## src/rtl/dma_pkg.sv

```systemverilog
// ---------------------------------------------------------------------------
// dma_pkg
// Shared definitions for the DMA descriptor scheduler:
//   - BURST_W / LEN_W : descriptor burst and byte-length field widths
//   - sched_state_t   : scheduler FSM encoding (IDLE, LAUNCH, RUN, ERR)
//   - desc_attr_t     : address-independent descriptor fields
//   - is_zero_len()   : a zero-length descriptor completes without a launch
// ---------------------------------------------------------------------------
package dma_pkg;

  localparam int BURST_W = 4;
  localparam int LEN_W   = 32;

  typedef enum logic [1:0] {
    ST_IDLE   = 2'd0,
    ST_LAUNCH = 2'd1,
    ST_RUN    = 2'd2,
    ST_ERR    = 2'd3
  } sched_state_t;

  // The address is kept outside the struct because its width is a module
  // parameter. A package struct cannot depend on that parameter.
  typedef struct packed {
    logic [LEN_W-1:0]   len;
    logic               dir;
    logic               incr;
    logic [BURST_W-1:0] burst;
  } desc_attr_t;

  localparam int ATTR_W = $bits(desc_attr_t);

  function automatic logic is_zero_len(input desc_attr_t attr);
    return (attr.len == '0);
  endfunction

endpackage

```

## src/rtl/desc_fifo.sv

```systemverilog
// ---------------------------------------------------------------------------
// desc_fifo
// DEPTH-entry descriptor FIFO holding {addr, len, dir, incr, burst}.
// The head entry is read combinationally, so the scheduler can inspect it in
// the same cycle it decides to launch or skip it.
// Ports:
//   clk, resetn          clock, asynchronous active-low reset
//   i_push, i_addr,      write one descriptor (ignored while full)
//   i_attr
//   i_pop                drop the head entry (ignored while empty)
//   i_flush              empty the queue
//   i_flush_keep_head    drop everything except the head entry
//   o_head_addr/attr     current head entry
//   o_level              number of stored entries
//   o_full, o_empty      status flags
// Both flush requests take priority over a push or pop in the same cycle.
// ---------------------------------------------------------------------------
module desc_fifo
  import dma_pkg::*;
#(
  parameter int ADDR_WIDTH = 32,
  parameter int DEPTH      = 4
) (
  input  logic                    clk,
  input  logic                    resetn,
  input  logic                    i_push,
  input  logic [ADDR_WIDTH-1:0]   i_addr,
  input  desc_attr_t              i_attr,
  input  logic                    i_pop,
  input  logic                    i_flush,
  input  logic                    i_flush_keep_head,
  output logic [ADDR_WIDTH-1:0]   o_head_addr,
  output desc_attr_t              o_head_attr,
  output logic [$clog2(DEPTH):0]  o_level,
  output logic                    o_full,
  output logic                    o_empty
);

  localparam int PTR_W  = $clog2(DEPTH);
  localparam int DATA_W = ADDR_WIDTH + ATTR_W;

  logic [DATA_W-1:0] r_mem [DEPTH];
  logic [PTR_W-1:0]  r_wr_ptr;
  logic [PTR_W-1:0]  r_rd_ptr;
  logic [PTR_W:0]    r_count;

  logic w_any_flush;
  logic w_do_push;
  logic w_do_pop;

  assign o_full      = (r_count == (PTR_W+1)'(DEPTH));
  assign o_empty     = (r_count == '0);
  assign o_level     = r_count;
  assign w_any_flush = i_flush || i_flush_keep_head;
  assign w_do_push   = i_push && !o_full  && !w_any_flush;
  assign w_do_pop    = i_pop  && !o_empty && !w_any_flush;

  assign {o_head_addr, o_head_attr} = r_mem[r_rd_ptr];

  // Storage is not reset; only the pointers/count define what is valid.
  always_ff @(posedge clk) begin
    if (w_do_push) begin
      r_mem[r_wr_ptr] <= {i_addr, i_attr};
    end
  end

  always_ff @(posedge clk or negedge resetn) begin
    if (!resetn) begin
      r_wr_ptr <= '0;
      r_rd_ptr <= '0;
      r_count  <= '0;
    end else if (i_flush) begin
      r_wr_ptr <= '0;
      r_rd_ptr <= '0;
      r_count  <= '0;
    end else if (i_flush_keep_head) begin
      // Rewind the write pointer to just behind the head entry.
      if (!o_empty) begin
        r_wr_ptr <= r_rd_ptr + 1'b1;
        r_count  <= (PTR_W+1)'(1);
      end
    end else begin
      if (w_do_push) begin
        r_wr_ptr <= r_wr_ptr + 1'b1;
      end
      if (w_do_pop) begin
        r_rd_ptr <= r_rd_ptr + 1'b1;
      end
      case ({w_do_push, w_do_pop})
        2'b10:   r_count <= r_count + 1'b1;
        2'b01:   r_count <= r_count - 1'b1;
        default: r_count <= r_count;
      endcase
    end
  end

endmodule

```

## src/rtl/dma_desc_sched.sv

```systemverilog
// ---------------------------------------------------------------------------
// dma_desc_sched
// Queues DMA descriptors and launches them one at a time on a DMA engine.
// Ports:
//   clk, resetn                  clock, asynchronous active-low reset
//   desc_valid_i/desc_ready_o    descriptor push handshake
//   desc_addr_i, desc_len_i,     descriptor fields
//   desc_dir_i, desc_incr_i,
//   desc_burst_i
//   run_i                        level; permits new launches
//   abort_i                      pulse; drop queued entries not in flight
//   err_clr_i                    pulse; leave the error state
//   irq_ack_i                    pulse; clear the completion interrupt
//   dma_en_o                     one-cycle engine start pulse
//   dma_dir_o .. dma_len_o       engine configuration, held between launches
//   dma_done_i/err_i/busy_i      engine status
//   q_level_o                    queued descriptors, including the in-flight one
//   done_cnt_o                   completed-descriptor count (wraps)
//   irq_o, err_o, idle_o         completion irq, sticky error, idle
// The in-flight descriptor stays at the FIFO head until its done pulse, so
// the queue level counts it and an abort can keep it while flushing the rest.
// ---------------------------------------------------------------------------
module dma_desc_sched
  import dma_pkg::*;
#(
  parameter int ADDR_WIDTH = 32,
  parameter int DEPTH      = 4,
  parameter int CNT_WIDTH  = 8
) (
  input  logic                    clk,
  input  logic                    resetn,
  input  logic                    desc_valid_i,
  output logic                    desc_ready_o,
  input  logic [ADDR_WIDTH-1:0]   desc_addr_i,
  input  logic [LEN_W-1:0]        desc_len_i,
  input  logic                    desc_dir_i,
  input  logic                    desc_incr_i,
  input  logic [BURST_W-1:0]      desc_burst_i,
  input  logic                    run_i,
  input  logic                    abort_i,
  input  logic                    err_clr_i,
  input  logic                    irq_ack_i,
  output logic                    dma_en_o,
  output logic                    dma_dir_o,
  output logic                    dma_incr_o,
  output logic [BURST_W-1:0]      dma_burst_o,
  output logic [ADDR_WIDTH-1:0]   dma_addr_o,
  output logic [LEN_W-1:0]        dma_len_o,
  input  logic                    dma_done_i,
  input  logic                    dma_err_i,
  input  logic                    dma_busy_i,
  output logic [$clog2(DEPTH):0]  q_level_o,
  output logic [CNT_WIDTH-1:0]    done_cnt_o,
  output logic                    irq_o,
  output logic                    err_o,
  output logic                    idle_o
);

  sched_state_t          r_state;
  sched_state_t          w_state_next;
  logic [ADDR_WIDTH-1:0] r_dma_addr;
  logic [LEN_W-1:0]      r_dma_len;
  logic                  r_dma_dir;
  logic                  r_dma_incr;
  logic [BURST_W-1:0]    r_dma_burst;
  logic [CNT_WIDTH-1:0]  r_done_cnt;
  logic                  r_irq;
  logic                  r_err;

  logic                  w_push;
  desc_attr_t            w_push_attr;
  logic                  w_pop;
  logic                  w_flush_all;
  logic                  w_flush_keep_head;
  logic                  w_load_cfg;
  logic                  w_done_inc;
  logic                  w_err_set;
  logic                  w_err_clr;
  logic [ADDR_WIDTH-1:0] w_head_addr;
  desc_attr_t            w_head_attr;
  logic                  w_full;
  logic                  w_empty;

  // Held low while in reset so no descriptor can be accepted then.
  assign desc_ready_o = resetn && !w_full && !r_err;
  assign w_push       = desc_valid_i && desc_ready_o;

  assign w_push_attr.len   = desc_len_i;
  assign w_push_attr.dir   = desc_dir_i;
  assign w_push_attr.incr  = desc_incr_i;
  assign w_push_attr.burst = desc_burst_i;

  desc_fifo #(
    .ADDR_WIDTH (ADDR_WIDTH),
    .DEPTH      (DEPTH)
  ) u_fifo (
    .clk               (clk),
    .resetn            (resetn),
    .i_push            (w_push),
    .i_addr            (desc_addr_i),
    .i_attr            (w_push_attr),
    .i_pop             (w_pop),
    .i_flush           (w_flush_all),
    .i_flush_keep_head (w_flush_keep_head),
    .o_head_addr       (w_head_addr),
    .o_head_attr       (w_head_attr),
    .o_level           (q_level_o),
    .o_full            (w_full),
    .o_empty           (w_empty)
  );

  always_ff @(posedge clk or negedge resetn) begin
    if (!resetn) begin
      r_state <= ST_IDLE;
    end else begin
      r_state <= w_state_next;
    end
  end

  always_comb begin
    w_state_next      = r_state;
    w_pop             = 1'b0;
    w_flush_all       = 1'b0;
    w_flush_keep_head = 1'b0;
    w_load_cfg        = 1'b0;
    w_done_inc        = 1'b0;
    w_err_set         = 1'b0;
    w_err_clr         = 1'b0;

    case (r_state)
      ST_IDLE: begin
        if (run_i && !w_empty) begin
          if (is_zero_len(w_head_attr)) begin
            // Nothing to transfer: retire it directly as a completion.
            w_pop      = 1'b1;
            w_done_inc = 1'b1;
          end else if (!dma_busy_i) begin
            w_load_cfg   = 1'b1;
            w_state_next = ST_LAUNCH;
          end
        end
      end
      ST_LAUNCH: begin
        w_state_next = ST_RUN;
      end
      ST_RUN: begin
        if (dma_done_i) begin
          w_pop        = 1'b1;
          w_done_inc   = 1'b1;
          w_state_next = ST_IDLE;
        end
      end
      ST_ERR: begin
        if (err_clr_i) begin
          w_err_clr    = 1'b1;
          w_state_next = ST_IDLE;
        end
      end
      default: w_state_next = ST_IDLE;
    endcase

    // The head is in flight if it is launching now or already running. If it
    // is also retiring this cycle, nothing needs to be kept.
    if (abort_i) begin
      if ((w_load_cfg || r_state == ST_LAUNCH || r_state == ST_RUN) && !w_pop) begin
        w_flush_keep_head = 1'b1;
      end else begin
        w_flush_all = 1'b1;
      end
    end

    // An engine error overrides everything, including a coincident done.
    if (dma_err_i && r_state != ST_ERR) begin
      w_state_next      = ST_ERR;
      w_err_set         = 1'b1;
      w_flush_all       = 1'b1;
      w_flush_keep_head = 1'b0;
      w_pop             = 1'b0;
      w_done_inc        = 1'b0;
      w_load_cfg        = 1'b0;
    end
  end

  always_ff @(posedge clk or negedge resetn) begin
    if (!resetn) begin
      r_dma_addr  <= '0;
      r_dma_len   <= '0;
      r_dma_dir   <= 1'b0;
      r_dma_incr  <= 1'b0;
      r_dma_burst <= '0;
    end else if (w_load_cfg) begin
      r_dma_addr  <= w_head_addr;
      r_dma_len   <= w_head_attr.len;
      r_dma_dir   <= w_head_attr.dir;
      r_dma_incr  <= w_head_attr.incr;
      r_dma_burst <= w_head_attr.burst;
    end
  end

  always_ff @(posedge clk or negedge resetn) begin
    if (!resetn) begin
      r_done_cnt <= '0;
      r_irq      <= 1'b0;
      r_err      <= 1'b0;
    end else begin
      if (w_done_inc) begin
        r_done_cnt <= r_done_cnt + 1'b1;
      end
      // A new completion beats a coincident acknowledge.
      if (w_done_inc) begin
        r_irq <= 1'b1;
      end else if (irq_ack_i) begin
        r_irq <= 1'b0;
      end
      if (w_err_set) begin
        r_err <= 1'b1;
      end else if (w_err_clr) begin
        r_err <= 1'b0;
      end
    end
  end

  assign dma_en_o    = (r_state == ST_LAUNCH);
  assign dma_addr_o  = r_dma_addr;
  assign dma_len_o   = r_dma_len;
  assign dma_dir_o   = r_dma_dir;
  assign dma_incr_o  = r_dma_incr;
  assign dma_burst_o = r_dma_burst;
  assign done_cnt_o  = r_done_cnt;
  assign irq_o       = r_irq;
  assign err_o       = r_err;
  assign idle_o      = (r_state == ST_IDLE) && w_empty;

endmodule
```

## config.mk

```make
export PLATFORM = sky130hd
export DESIGN_NAME = dma_desc_sched
export DESIGN_NICKNAME = d
export VERILOG_FILES = /design/src/rtl/dma_pkg.sv /design/src/rtl/desc_fifo.sv /design/src/rtl/dma_desc_sched.sv
export SDC_FILE = /design/constraint.sdc
export NUM_CORES = 1
export LEC_CHECK = 0
export CORE_UTILIZATION = 55
export CTS_CLUSTER_SIZE = 12
export DETAILED_ROUTE_END_ITERATION = 10
export GPL_TIMING_DRIVEN = 0
export HOLD_SLACK_MARGIN = 0.1
export PLACE_DENSITY = 0.75
export REMOVE_ABC_BUFFERS = 1
export SYNTH_ARGS = -nofsm -noshare
export SYNTH_HDL_FRONTEND = slang
export SYNTH_SLANG_ARGS = --single-unit
export TNS_END_PERCENT = 100
```

## constraint.sdc

```tcl
create_clock -name clk -period 4 [get_ports clk]
set_clock_uncertainty 0.1 [all_clocks]
set_input_delay 1.2 -clock clk [delete_from_list [all_inputs] [get_ports clk]]
set_output_delay 1.2 -clock clk [all_outputs]
set_load 0.02 [all_outputs]
```

==> Word level (Yosys, flattened, before mapping) <==
Memory sizes are Yosys's and may differ from the RTL's.
Cells that the tools add are included.
{ "classes": {"addsub": 5, "mul": 0, "div_mod_pow": 0, "order_cmp": 0, "n_eq_ne": 14, "n_shift": 0, "mux": 43, "n_bitwise": 0, "n_reduce_logical": 31} }
{ "op_table": {"columns": ["cell", "count"], "rows": [
  ["$logic_not 32->1", 1],
  ["$mux 2", 13],
  ["$mux 1", 24],
  ["$ne 3x3->1 const B", 4],
  ["$logic_and 1x1->1", 11],
  ["$mux 3", 3],
  ["$add 8x1->8 const B", 1],
  ["$pmux 2 s4", 1],
  ["$eq 2x2->1 const B", 3],
  ["$ne 3x2->1 const B", 2],
  ["$pmux 3 s2", 1],
  ["$reduce_and 2->1", 3],
  ["$reduce_bool 2->1", 3],
  ["$logic_not 1->1", 5],
  ["$reduce_and 5->1", 1],
  ["$add 2x1->2 const B", 2],
  ["$eq 2x1->1 const B", 2],
  ["$reduce_bool 4->1", 1],
  ["$add 3x1->3 const B", 1],
  ["$eq 3x3->1 const B", 1],
  ["$logic_not 3->1", 1],
  ["$logic_or 1x1->1", 3],
  ["$reduce_bool 3->1", 1],
  ["$sub 3x1->3 const B", 1],
  ["4 further kinds", 4]
]} }
{ "word_totals": {"reg_bits": 89, "latch_bits": 0, "mem_bits_rw": 280, "romBits": 0, "in_bits": 80, "out_inout_bits": 86, "word_cells": 106, "n_memories": 1} }
{ "memory_table": {"columns": ["memory", "words", "word_bits", "read_ports", "rd_clocked_by_memory_dff", "wr", "line", "text"], "rows": [
  ["u_fifo.r_mem", 4, 70, 1, 0, 1, "desc_fifo.sv:42", "logic [DATA_W-1:0] r_mem [DEPTH];"]
]} }

==> Longest topological paths before layout <==
{ "depth": {"depth_word": 18, "ltp_mapped": 14, "depth_no_buf": 12} }

==> Hierarchy <==
A second synthesis with hierarchy kept.
{ "hier_totals": {"cells_unflattened": 649, "hier_area_um2": 14020.9} }
{ "by_module_without_submodules": {"columns": ["mod", "n_inst", "cells_each", "area_per_inst_um2", "seq_area_each_um2"], "rows": [
  ["desc_fifo", 1, 426, 10659.0, 8583.2],
  ["dma_desc_sched", 1, 223, 3362.0, 2052.0]
]} }

==> Worst setup path after synthesis <==
No wires, ideal clock.
{ "synth_path": {"path_kind": "input to register", "start": "in resetn", "end": "mem u_fifo.r_mem[0][0] (netlist bit), enable pin", "setup_ps": 436, "arrival_time_ps": 3482, "t_required_ps": 3464, "path_slack_ps": -18, "stages": 4, "path_buffers": 0, "path_cell_list": "o311a_1 nand2_1 nor2_1 and2_1"} }
{ "synth_between": {"elab_chain_len": 7} }
{ "synth_lines": {"columns": ["element", "line", "text"], "rows": [
  ["from (decl)", "dma_desc_sched.sv:31", "input logic resetn,"],
  ["$logic_and 1x1->1 (2 in series)", "dma_desc_sched.sv:85", "assign desc_ready_o = resetn && !w_full && !r_err;"],
  ["$logic_and 1x1->1", "dma_desc_sched.sv:86", "assign w_push = desc_valid_i && desc_ready_o;"],
  ["$logic_and 1x1->1 (2 in series)", "desc_fifo.sv:55", "assign w_do_push = i_push && !o_full && !w_any_flush;"],
  ["$mux 1", "desc_fifo.sv:62", "if (w_do_push) begin"],
  ["$mux 1 (implied by the code)", "desc_fifo.sv:63", "r_mem[r_wr_ptr] <= {i_addr, i_attr};"],
  ["to (decl)", "desc_fifo.sv:42", null]
]} }
Every way passes these cells.

==> Final worst setup path <==
{ "layout_path": {"start": "reg u_fifo.r_rd_ptr[1]", "end": "reg u_fifo.r_count[1] (netlist: u_fifo.o_level[1])"} }
{ "layout_between": {"elab_chain_len": 18, "elab_cells_between_ends": 32, "cone_classes": "eq/ne (3); mux (16); reduce/logical (12); memory (1)"} }
{ "layout_lines": {"columns": ["element", "line", "text"], "rows": [
  ["from (decl)", "desc_fifo.sv:44", "logic [PTR_W-1:0] r_rd_ptr;"],
  ["from (signal assigned)", "desc_fifo.sv:87", "r_rd_ptr <= r_rd_ptr + 1'b1;"],
  ["$mem_v2 4x70 *", null, null],
  ["$logic_not 32->1 *", "dma_pkg.sv:33", "return (attr.len == '0);"],
  ["$mux 1", "dma_desc_sched.sv:133", "if (is_zero_len(w_head_attr)) begin"],
  ["$mux 1", "dma_desc_sched.sv:132", "if (run_i && !w_empty) begin"],
  ["$mux 1", "dma_desc_sched.sv:130", "case (r_state)"],
  ["$logic_or 1x1->1 (2 in series)", "dma_desc_sched.sv:165", "if ((w_load_cfg || r_state == ST_LAUNCH || r_state == ST_RUN) && !w_pop) begin"],
  ["$logic_and 1x1->1", "dma_desc_sched.sv:165", null],
  ["$mux 1", "dma_desc_sched.sv:165", null],
  ["$mux 1", "dma_desc_sched.sv:164", "if (abort_i) begin"],
  ["$mux 1", "dma_desc_sched.sv:173", "if (dma_err_i && r_state != ST_ERR) begin"],
  ["$logic_or 1x1->1", "desc_fifo.sv:54", "assign w_any_flush = i_flush || i_flush_keep_head;"],
  ["$logic_not 1->1", "desc_fifo.sv:55, desc_fifo.sv:56", null],
  ["$logic_and 1x1->1, on equally long branches", "desc_fifo.sv:56, desc_fifo.sv:55", null],
  ["$eq 2x1->1 / $eq 2x2->1 (equally long branches)", "desc_fifo.sv:89", "case ({w_do_push, w_do_pop})"],
  ["$pmux 3 s2", "desc_fifo.sv:89", null],
  ["$mux 3", "desc_fifo.sv:76", "end else if (i_flush_keep_head) begin"],
  ["$mux 3", "desc_fifo.sv:72", "end else if (i_flush) begin"],
  ["to (signal assigned)", "desc_fifo.sv:90", "2'b10: r_count <= r_count + 1'b1;"],
  ["to (signal assigned)", "desc_fifo.sv:91", "2'b01: r_count <= r_count - 1'b1;"],
  ["to (signal assigned)", "desc_fifo.sv:92", "default: r_count <= r_count;"],
  ["to (decl)", "desc_fifo.sv:45", "logic [PTR_W:0] r_count;"]
]} }
Mark *: on every way between the ends. The rest lies on a longest branch, timed or not.
A chain may end at the register's enable or synchronous reset.

==> impl_metrics.ini <==
[clocking]
cts-root-buf = clkbuf_16
path_clk_slew_ns = 0.06
clk_latency_ns = 0.51
clock_path_buffers = 3
cts_tree = done
htree_levels = 2
numClockSinks = 369
cts-buffers-inserted = 38

[worst_hold_path]
holdPathStages = 1
min_path_type = reg -> reg
hp-start = done_cnt_o[7]
hold_end = done_cnt_o[7]

[setup_path]
critical_path_class = reg -> reg
rr_startpoint = u_fifo.r_rd_ptr[1]
arrival_ns = 4.05
required_ns = 4.29
cp-end-kind = register
r2r-end = u_fifo.o_level[1]
crit_fanout = 42
ff2ff_path_depth = 11
start_kind = register
ff2ff_setup_slack_ns = 0.24

[floorplan]
io_pins = 166
rows = 57
coreArea_sq_um = 24600
die_area_sq_um = 26100
initial_core_util = 0.568
dieWidth_um = 161
die_h_um = 161

[routing]
ant_nets = 0
vias = 6989
wl_um = 27400
drt_iter0_markers = 763
drc_errors = 0
drtPass1Iterations = 8
vias_per_cell = 5.80
wire_per_inst_um = 22.7

[job]
drv_cap = 0

[yosys]
synth_top_family_by_area = multiplexers
ys_seq_elements = 369
syn_avg_cell_area_sq_um = 21.1
synth_fa_ha_area_frac = 0.00680
synth_compound_area_frac = 0.0122
yosys.area.top_type_share = 0.601
synth_top_area_cell = edfxtp_1
synth_area_leaders = edfxtp_1 (60%), dfrtp_1 (16%), mux4_2 (11%), mux2_2 (4.5%), mux2_1 (1.2%)
post_synth_num_cell_types = 43
synth_seq_area_share = 0.760
netlist_area_sq_um = 14000
ys_warn_count = 0
muxShareOfSynthArea = 0.171
synthXorXnorAreaFrac = 0.00751
synthSimpleGateAreaFrac = 0.0257
synthCells = 662

[grt]
grt_max_degree = 71
grt-ovfl-total = 0
grt_pass1_vias = 7651
grt_pass1_wl_um = 43200
antenna_found_initial = 0
gr-usage-all-layers = 0.222

[final_layout]
area_growth_pct = 24.4
nFillCells = 1517
fin_cells = 1205
layout_common_cells = edfxtp_1 (280), clkdlybuf4s50_1 (163), dfrtp_1 (87)
fin_nets = 941
final_common_cell = edfxtp_1
post_route_cells_drive_above_1_share = 0.232
diodes = 0

[sta]
period_needed_ns = 3.76
fmax_ghz = 0.266
rsz0062_at_grt = no
setup_ws_ns = 0.240
period_share = 0.940
drv_slew = 0
setup-tns-final_ns = 0
finalSetupViolCount = 0
hold_slack_ns = 0.378
hold_viol_final = 0
relSlewSlack = 0.553
tightest_slew_ns = 0.670

[power_and_ir_drop]
total_power_mw = 10.5
vdd_drop_max_mv = 0.494
power_density_nw_per_um2 = 602
p_leak_nw = 6.13

[place]
place_ws_ns = -0.876
io_buffers = 165
place_hpwl_um = 15600
post-place-cells = 1132
gp_congestion = 0.847

[run_status]
status = finished, final reports clean
logic make-up after synthesis:
group / after synthesis
AOI/OAI and AO/OA: 26
xor gates and xnor gates: 12
adders and majority gates: 7
buffers and inverters: 42
DFF: 369
muxes: 143
and+or+nand+nor: 63
critical path, cell delays in order, from the launching register on:
cell,delay [ns]
dfrtp_4,0.76
buf_16,0.32
mux4_2,0.38
nor4_1,0.35
nand2_1,0.16
nor4_4,0.38
a21oi_1,0.17
inv_1,0.13
ha_1,0.22
fa_1,0.43
mux2i_1,0.14
nor2_1,0.07
synth_stat cells:
cell type,count
nor4_1,12
o211ai_1,1
xnor2_1,8
o32ai_1,1
a22oi_1,1
dfrtp_1,89
nand2_1,15
nand2_4,1
buf_4,1
o21bai_1,1
mux4_2,69
fa_1,1
nor4_2,3
mux2_2,56
o21ba_2,2
o311a_1,1
nor3_2,1
clkbuf_1,13
buf_1,3
mux4_4,1
a21oi_1,9
edfxtp_1,280
a31oi_1,1
buf_2,1
a21oi_2,1
or3_1,2
o21ai_0,5
and3_1,3
o311ai_0,1
xor2_1,4
buf_6,8
mux2_1,15
or4_1,1
nand3_1,2
inv_1,16
o22ai_1,1
o221ai_1,1
and2_1,4
nor2_1,13
ha_1,6
nor4_4,1
mux2i_1,2
nor3_1,5
power by group:
part           internal (mW)  total [mW]  switching (mW)
Combinational           1.17        2.28            1.11
Clock                   1.97        3.32            1.35
Sequential              4.58        4.87           0.295
Total                   7.71        10.5            2.76
how the worst max path moves through the flow:
stage                     cells after the start          startpoint                  end
after floorplan                               7  u_fifo.r_rd_ptr[0]       dma_addr_o[10]
after global placement                        5              resetn  u_fifo.r_mem[2][41]
after detailed placement                      8  u_fifo.r_rd_ptr[0]        dma_len_o[10]
after CTS                                    11  u_fifo.r_rd_ptr[0]    u_fifo.o_level[1]
after global routing                         11  u_fifo.r_rd_ptr[1]    u_fifo.o_level[1]
final                                        11  u_fifo.r_rd_ptr[1]    u_fifo.o_level[1]
sequential cells by signal, summed over array words and instances, names as in the netlist, 3 cells and up:
register and cells:
dma_addr_o 32, dma_burst_o 4, dma_len_o 32, done_cnt_o 8, u_fifo.o_level 3, u_fifo.r_mem 280
cell type report:
cell class / instances / area, sq um / area share
well taps: 324 / 405 / 0.0233
flip-flops and latches: 369 / 10600 / 0.612
inverters: 16 / 60.1 / 0.00345
clock inverters: 3 / 16.3 / 0.000935
clock buffers: 64 / 1160 / 0.0668
repair buffers: 178 / 1960 / 0.113
multi-input cells: 251 / 3150 / 0.181
per-stage QoR:
step / area [sq um] / util
after floorplan: 13800 / -
after global placement: 15900 / 0.645
after detailed placement: 16100 / 0.654
after CTS: 17400 / 0.706
after global routing: 17400 / 0.707
final: 17400 / 0.707
timing repair:
action,4_1_cts,5_1_grt
gates cloned,1,0
pin swaps,1,0
setup buffers,4,1
endpoints found under the setup margin,81,74
resized for setup,4,2
hold buffers,0,0
routing by layer:
metal | vias to the layer above | track usage | routed length [um]
met1 | 3621 | 0.299 | 11300
met4 | 0 | 0.0635 | 620
met3 | 56 | 0.0552 | 1830
met5 | - | 0 | 0
li1 | 3050 | - | -
met2 | 262 | 0.365 | 13600
No activity file was read; power rests on OpenSTA's default activity.
